### config.mk
export PLATFORM = sky130hd
export DESIGN_NAME = intersection_controller
export DESIGN_NICKNAME = d
export VERILOG_FILES = /design/src/rtl/intersection_controller.sv
export SDC_FILE = /design/constraint.sdc
export NUM_CORES = 1
export LEC_CHECK = 0
export BUFFER_PORTS_ARGS = -buffer_cell sky130_fd_sc_hd__buf_4
export CORE_UTILIZATION = 43
export CTS_CLUSTER_SIZE = 12
export DETAILED_ROUTE_END_ITERATION = 16
export PLACE_DENSITY_LB_ADDON = 0.12
export SYNTH_ARGS = -nofsm -noshare
export SYNTH_HDL_FRONTEND = slang
export SYNTH_SLANG_ARGS = --single-unit
### constraint.sdc
create_clock -name clk -period 1.7 [get_ports clk]
set_input_delay 0.255 -clock clk [delete_from_list [all_inputs] [get_ports clk]]
set_output_delay 0.255 -clock clk [all_outputs]
set_load 0.01 [all_outputs]
### src/rtl/intersection_controller.sv
// Two-road traffic light controller. North-south holds green by default; east-west and
// pedestrian requests are latched and served once the minimum north-south dwell has elapsed.
module intersection_controller #(
    parameter int unsigned T_NS_GREEN_MIN = 8,
    parameter int unsigned T_EW_GREEN     = 6,
    parameter int unsigned T_YELLOW       = 2,
    parameter int unsigned T_ALL_RED      = 1,
    parameter int unsigned T_RED_YELLOW   = 1
) (
    input  logic       clk,
    input  logic       rst,
    input  logic       ew_req,
    input  logic       ped_req,
    output logic       ns_red,
    output logic       ns_yellow,
    output logic       ns_green,
    output logic       ew_red,
    output logic       ew_yellow,
    output logic       ew_green,
    output logic       ped_walk,
    output logic [2:0] state,
    output logic [3:0] counter,
    output logic       pending
);

    if (T_NS_GREEN_MIN < 1 || T_NS_GREEN_MIN > 15 || T_EW_GREEN < 1 || T_EW_GREEN > 15 ||
        T_YELLOW < 1 || T_YELLOW > 15 || T_ALL_RED < 1 || T_ALL_RED > 15 ||
        T_RED_YELLOW < 1 || T_RED_YELLOW > 15) begin : gen_bad_timing
        $error("intersection_controller: every T_* parameter must lie in 1..15");
    end

    typedef enum logic [2:0] {
        StNsGreen     = 3'd0,
        StNsYellow    = 3'd1,
        StAllRedA     = 3'd2,
        StEwRedYellow = 3'd3,
        StEwGreen     = 3'd4,
        StEwYellow    = 3'd5,
        StAllRedB     = 3'd6,
        StNsRedYellow = 3'd7
    } state_e;

    localparam logic [3:0] NsGreenLast   = 4'(T_NS_GREEN_MIN - 1);
    localparam logic [3:0] EwGreenLast   = 4'(T_EW_GREEN - 1);
    localparam logic [3:0] YellowLast    = 4'(T_YELLOW - 1);
    localparam logic [3:0] AllRedLast    = 4'(T_ALL_RED - 1);
    localparam logic [3:0] RedYellowLast = 4'(T_RED_YELLOW - 1);

    state_e     state_q, state_d;
    logic [3:0] counter_q, counter_d;
    logic       pending_q, pending_d;
    logic [3:0] dwell_last;
    logic       leave;

    always_comb begin
        dwell_last = NsGreenLast;
        case (state_q)
            StNsGreen:                   dwell_last = NsGreenLast;
            StNsYellow, StEwYellow:      dwell_last = YellowLast;
            StAllRedA, StAllRedB:        dwell_last = AllRedLast;
            StEwRedYellow, StNsRedYellow: dwell_last = RedYellowLast;
            StEwGreen:                   dwell_last = EwGreenLast;
            default:                     dwell_last = NsGreenLast;
        endcase
    end

    always_comb begin
        state_d   = state_q;
        counter_d = counter_q;
        pending_d = pending_q;
        // NS green only yields once its minimum has run out and someone is waiting.
        leave = (counter_q == dwell_last) && ((state_q != StNsGreen) || pending_q);
        if ((ew_req || ped_req) && (state_q != StEwGreen)) begin
            pending_d = 1'b1;
        end
        if (leave) begin
            state_d   = state_e'(state_q + 3'd1);
            counter_d = 4'd0;
            if (state_d == StEwGreen) begin
                pending_d = 1'b0;
            end
        end else if (!((state_q == StNsGreen) && (counter_q == NsGreenLast))) begin
            counter_d = counter_q + 4'd1;
        end
    end

    always_ff @(posedge clk) begin
        if (rst) begin
            state_q   <= StNsGreen;
            counter_q <= 4'd0;
            pending_q <= 1'b0;
        end else begin
            state_q   <= state_d;
            counter_q <= counter_d;
            pending_q <= pending_d;
        end
    end

    assign state   = state_q;
    assign counter = counter_q;
    assign pending = pending_q;

    assign ns_green  = (state_q == StNsGreen);
    assign ns_yellow = (state_q == StNsYellow) || (state_q == StNsRedYellow);
    assign ns_red    = (state_q != StNsGreen) && (state_q != StNsYellow);
    assign ew_green  = (state_q == StEwGreen);
    assign ew_yellow = (state_q == StEwRedYellow) || (state_q == StEwYellow);
    assign ew_red    = (state_q != StEwGreen) && (state_q != StEwYellow);
    assign ped_walk  = (state_q == StEwGreen);

endmodule

### Yosys cells after proc, flatten, opt, wreduce, memory -nomap -nowiden

Memories as Yosys holds them, arrays and structs flattened. A register that Yosys moved wholly into a read port is not among the register bits.
Cells that the tools add are included.

* ROM bits: 24
* bits of input ports: 4
* register bits after elaboration: 8
* memories: 1
* output and inout port bits: 15
* logic and storage cells: 34

* muxes and demuxes: 5
* equal/unequal tests: 11
* add/subtract/negate cells: 2
* reductions and logical operators: 12

Memory list
* (name not given): depth 8, bits a word 3, read ports 1, clocked after memory_dff 1, wr ports 0, RTL line 57 `case (state_q)`

Operators with widths (count)
* == test 3 bit (second input constant): 4
* two-way mux 3 bit: 2
* != test 3 bit (second input constant): 2
* logical AND 1 bit: 5
* adder 4 x 1 -> 4 bit (second input constant): 1
* == test 4 x 3 -> 1 bit (second input constant): 1
* == test 4 bit: 1
* logical OR 1 bit: 4
* adder 3 x 1 -> 3 bit (second input constant): 1
* == test 3 x 1 -> 1 bit (second input constant): 1
* == test 3 x 2 -> 1 bit (second input constant): 1
* logical NOT 3 bit: 1
* two-way mux 1 bit: 3
* != test 3 x 1 -> 1 bit (second input constant): 1
* nonzero test 3 bit: 1
* OR reduction 2 bit: 1

### Logic depth before layout (Yosys ltp)

* word-level depth: 5
* depth in mapped cells: 7
* gate-level depth less buffers: 7

### Worst setup path before layout

OpenSTA, ideal clock, no wires.

* path kind: register to register
* start: register state_q[0], in the netlist state[0]
* end: register, netlist name dwell_last[2]
* arrival: 1.586 ns
* path buffers: 0
* setup time: 0.118 ns
* path slack: -0.004 ns
* data required time: 1.582 ns
* stages on the path, launching flop included: 8
* period minus slack after synthesis: 1.704 ns
* cell sequence: dfxtp_1 inv_1 ha_1 nand2b_4 o211ai_2 or3_1 a21oi_2 nor2_1

* cells in the longest elaborated chain, start to end: 5
* elaborated cells on any way between the ends: 6
* classes of those cells: add/sub: 1; mux: 2; reduce/logical: 3

RTL lines
* from (decl): RTL line 49 `state_e state_q, state_d;`
* from (signal assigned): RTL line 89 `state_q <= StNsGreen;`
* from (signal assigned): RTL line 93 `state_q <= state_d;`
* parallel branches: the longest is 3 deep, another holds adder 3 x 1 -> 3 bit
* two-way mux 3 bit (no source line) (*) (2 in a row)

Every way passes the cells marked *.
A chain may end at the register's enable or synchronous reset.

### Worst setup path after layout

* start: register state_q[0], in the netlist state[0]
* end: output ns_yellow

* cells in the longest elaborated chain, start to end: 2
* elaborated cells on any way between the ends: 3
* classes of those cells: eq/ne: 2; reduce/logical: 1

RTL lines
* == test 3 x 1 -> 1 bit / == test 3 bit (equally long branches): RTL line 104 `assign ns_yellow = (state_q == StNsYellow) || (state_q == StNsRedYellow);`
* logical OR 1 bit (*): RTL line 104
* to (decl): RTL line 15 `output logic ns_yellow,`

Mark *: on every way between the ends. The rest lies on a longest branch, timed or not.

==> qor.csv <==
stage,metric,value,unit
run,maxcap violations,0,
clock_tree,CTS tree,yes,
global_routing,initial antenna violation count,0,
routing,WL met3,82,um
synth,Cells after Synth,69,
floorplan,Row Count,13,
synth,"Seq/Total Area, Yosys",35.7,%
power,Clk pwr share,34.9,%
worst_setup_path,reg-to-reg endpoint,dwell_last[1]$_SDFF_PP0_,
worst_setup_path,"Slowest-stage cell, CP",dfxtp_2,
sta,relative max-transition margin,82.2,%
sta,Fin Setup TNS,0,ns
synth,Avg Inst Size Synth,8.94,sq um
routing,met2 wire length,512,um
cells_and_area,most frequent cells in the layout,"24 x buf_4, 10 x dfxtp_1, 6 x inv_1",
cells_and_area,antenna cells,0,
clock_tree,clk sinks,11,
power,P_int,0.387,mW
clock_tree,Worst-path clk slew,0.07,ns
routing,ANT nets after route,0,
global_routing,number of global-route vias before repair,435,
sta,Final Hold Fails,0,
worst_setup_path,"slowest stage delay, CP",0.32,ns
worst_setup_path,Startpoint Class,flip-flop,
power,switching power,0.139,mW
synth,Yosys cell types,30,
synth,post-synthesis cell area,617,sq um
sta,fmax,0.622,GHz
sta,min setup slack post-route,0.0932,ns
global_routing,first-pass GRT wire length,1960,um
hold_path,hold depth,2,
floorplan,Initial Utilization,46.8,%
synth,"Net Count, Synth",78,
sta,worst-margin pin slew,0.265,ns
worst_setup_path,r2r startpoint,state[1]$_SDFFE_PP0P_,
worst_setup_path,CP Capture Point,ns_yellow,
routing,Detailed Route Iter0 Violations,8,
worst_setup_path,critical path type,reg -> out,
worst_setup_path,reg2reg path depth,7,
power,switching share of power,26.4,%
sta,setup skew after layout,0.00401,ns
routing,Top Layer Used,met4,
floorplan,Core ar.,1320,sq um
global_routing,Total GRT Usage,19.9,%
clock_tree,CTS buffer count,3,
floorplan,die area,1590,sq um
worst_setup_path,R2R Setup Slk,0.14,ns
power,sequential fraction of design power,53.0,%
hold_path,worst hold path class,in -> reg,
power,power per cell area,616,nW/um^2
cells_and_area,"commonest non-fill, non-tap cell in the layout",buf_4,
routing,Post-Route M1 WL,660,um
power,maximum VDD drop,0.000423,V
worst_setup_path,CP required,1.44,ns
place,pre-CTS setup slack,0.0929,ns
synth,number of synthesized flops with an enable pin,0,
place,IO Port Bufs,18,
synth,Yosys top cell area share,35.7,%
routing,Initial DRT Pass Iterations,4,
clock_tree,CTS root buf,clkbuf_4,
power,leakage power,0.374,nW
sta,Tmin final,1.61,ns
routing,Post-Route WL,1300,um
worst_setup_path,arrival time worst endpoint,1.35,ns
cells_and_area,"Area growth, synth to finish",38.3,%
power,combinational power share,12.1,%
status,status,"complete, no violations",
synth,prevailing post-synth register cell,dfxtp_1,
clock_tree,H-tree depth,1,
cells_and_area,fin nets,104,
synth,Yosys reg bits,11,
synth,"Async S/R FF share, synth",0,%
place,dpl hpwl,901,um
clock_tree,clock latency on the worst-skew pair,0.28,ns
synth,post-synth top area cell,dfxtp_1,
global_routing,global route overflow,0,
worst_setup_path,CP endpoint kind,output port,
synth,top post-synthesis cells by area,"dfxtp_1 36%, ha_1 10%, xnor2_1 4.3%",
synth,Syn. warnings,0,
routing,DR vias/cell,4.89,
routing,Routed WL per cell,11.9,um
cells_and_area,layout cells sized above 1,41.5,%
sta,# setup viols final,0,
worst_setup_path,CP Cell Sequence,"buf_4, ha_2, mux2_2, buf_4",
floorplan,width of the die,39.9,um
worst_setup_path,"Max FO, Critical Path",8,
clock_tree,# hold bufs at CTS,0,
routing,Via Count,533,
sta,fin. max-slew vios,0,
routing,DRC Markers,0,
place,Placer Congestion,0.721,
floorplan,IO Pins,19,
global_routing,largest net degree at the start of global routing,12,
sta,crit share post-route,94.5,%
worst_setup_path,crit path from,state[0]$_SDFFE_PP0P_,
clock_tree,Max Root-Sink Buffers,2,
worst_setup_path,"most used cell, CP",buf_4,
floorplan,die height,39.9,um
-- state kept, by name (all words and copies together), names as in the netlist --
register,cells
dwell_last,3
counter,4
state,3
pending,1
-- power by group through the flow --
stage               Sequential [mW]  Clock (mW)  Combinational [mW]
detailed placement            0.284           0              0.0616
finish                        0.279       0.183              0.0639
CTS                           0.278       0.186              0.0617
global route                  0.280       0.207              0.0719
global placement              0.284           0              0.0613
floorplan                     0.288           0              0.0306
-- through the flow --
stage	cell area, sq um	hold slack, ns	total power [mW]	instances	util (%)
2_1_floorplan	618	0.519	0.318	69	-
3_3_place_gp	801	0.512	0.345	105	60.8
3_5_place_dp	801	0.517	0.346	105	60.8
4_1_cts	828	0.222	0.525	109	62.9
5_1_grt	853	0.214	0.559	109	64.8
6_report	853	0.220	0.526	109	64.8
-- cell usage after synthesis (2+ instances only) --
library cell and count:
a21oi_1 3, o21ai_0 5, nor3_1 4, or3_1 3
nor2_1 5, ha_1 5, xnor2_1 3, nand2_1 2
dfxtp_1 11, inv_1 6, xor2_1 2, o21bai_1 2
-- final cells by class --
| cell class | instances | area (sq um) |
|---|---|---|
| clock inverters | 1 | 5.00 |
| flip-flops and latches | 11 | 221 |
| well taps | 15 | 18.8 |
| inverters | 6 | 22.5 |
| fillers | 119 | 464 |
| multi-input cells | 49 | 383 |
| clock buffers | 3 | 22.5 |
| repair buffers | 24 | 180 |
-- worst max-delay path: cells and delay by family (launching register included) --
kind	cells	cell delay, ns
adder cells (fa/ha/maj)	1	0.20
buffers and inverters	2	0.29
flip-flops	1	0.32
multiplexers	1	0.25
-- metal layers --
metal | GRT usage [%] | up-vias
met1 | 26.6 | 226
li1 | - | 288
met2 | 25.0 | 14
met3 | 10.2 | 5
met5 | 0 | -
met4 | 10.3 | 0
-- timing repair --
action | CTS | global route
endpoints found under the setup margin | 0 | 5
buffers inserted | 0 | 0
resized for setup | 0 | 6
hold endpoints to repair | 0 | 0
-- cells by family after synthesis --
group / synth area share, %
multiplexers: 3.45
XOR/XNOR: 9.74
flip-flops: 35.7
AND/OR/NAND/NOR: 18.9
adder cells (fa/ha/maj): 10.1
buffers and inverters: 6.29
AO/OA/AOI/OAI: 15.8
-- how the worst min path moves through the flow --
stage	startpoint	to	slack (ns)
floorplan	rst	state[2]$_SDFFE_PP0P_	0.52
global placement	rst	state[2]$_SDFFE_PP0P_	0.51
detailed placement	rst	state[2]$_SDFFE_PP0P_	0.52
CTS	rst	state[2]$_SDFFE_PP0P_	0.22
global route	rst	state[0]$_SDFFE_PP0P_	0.21
finish	rst	state[0]$_SDFFE_PP0P_	0.22
No activity file was read; power rests on OpenSTA's default activity.
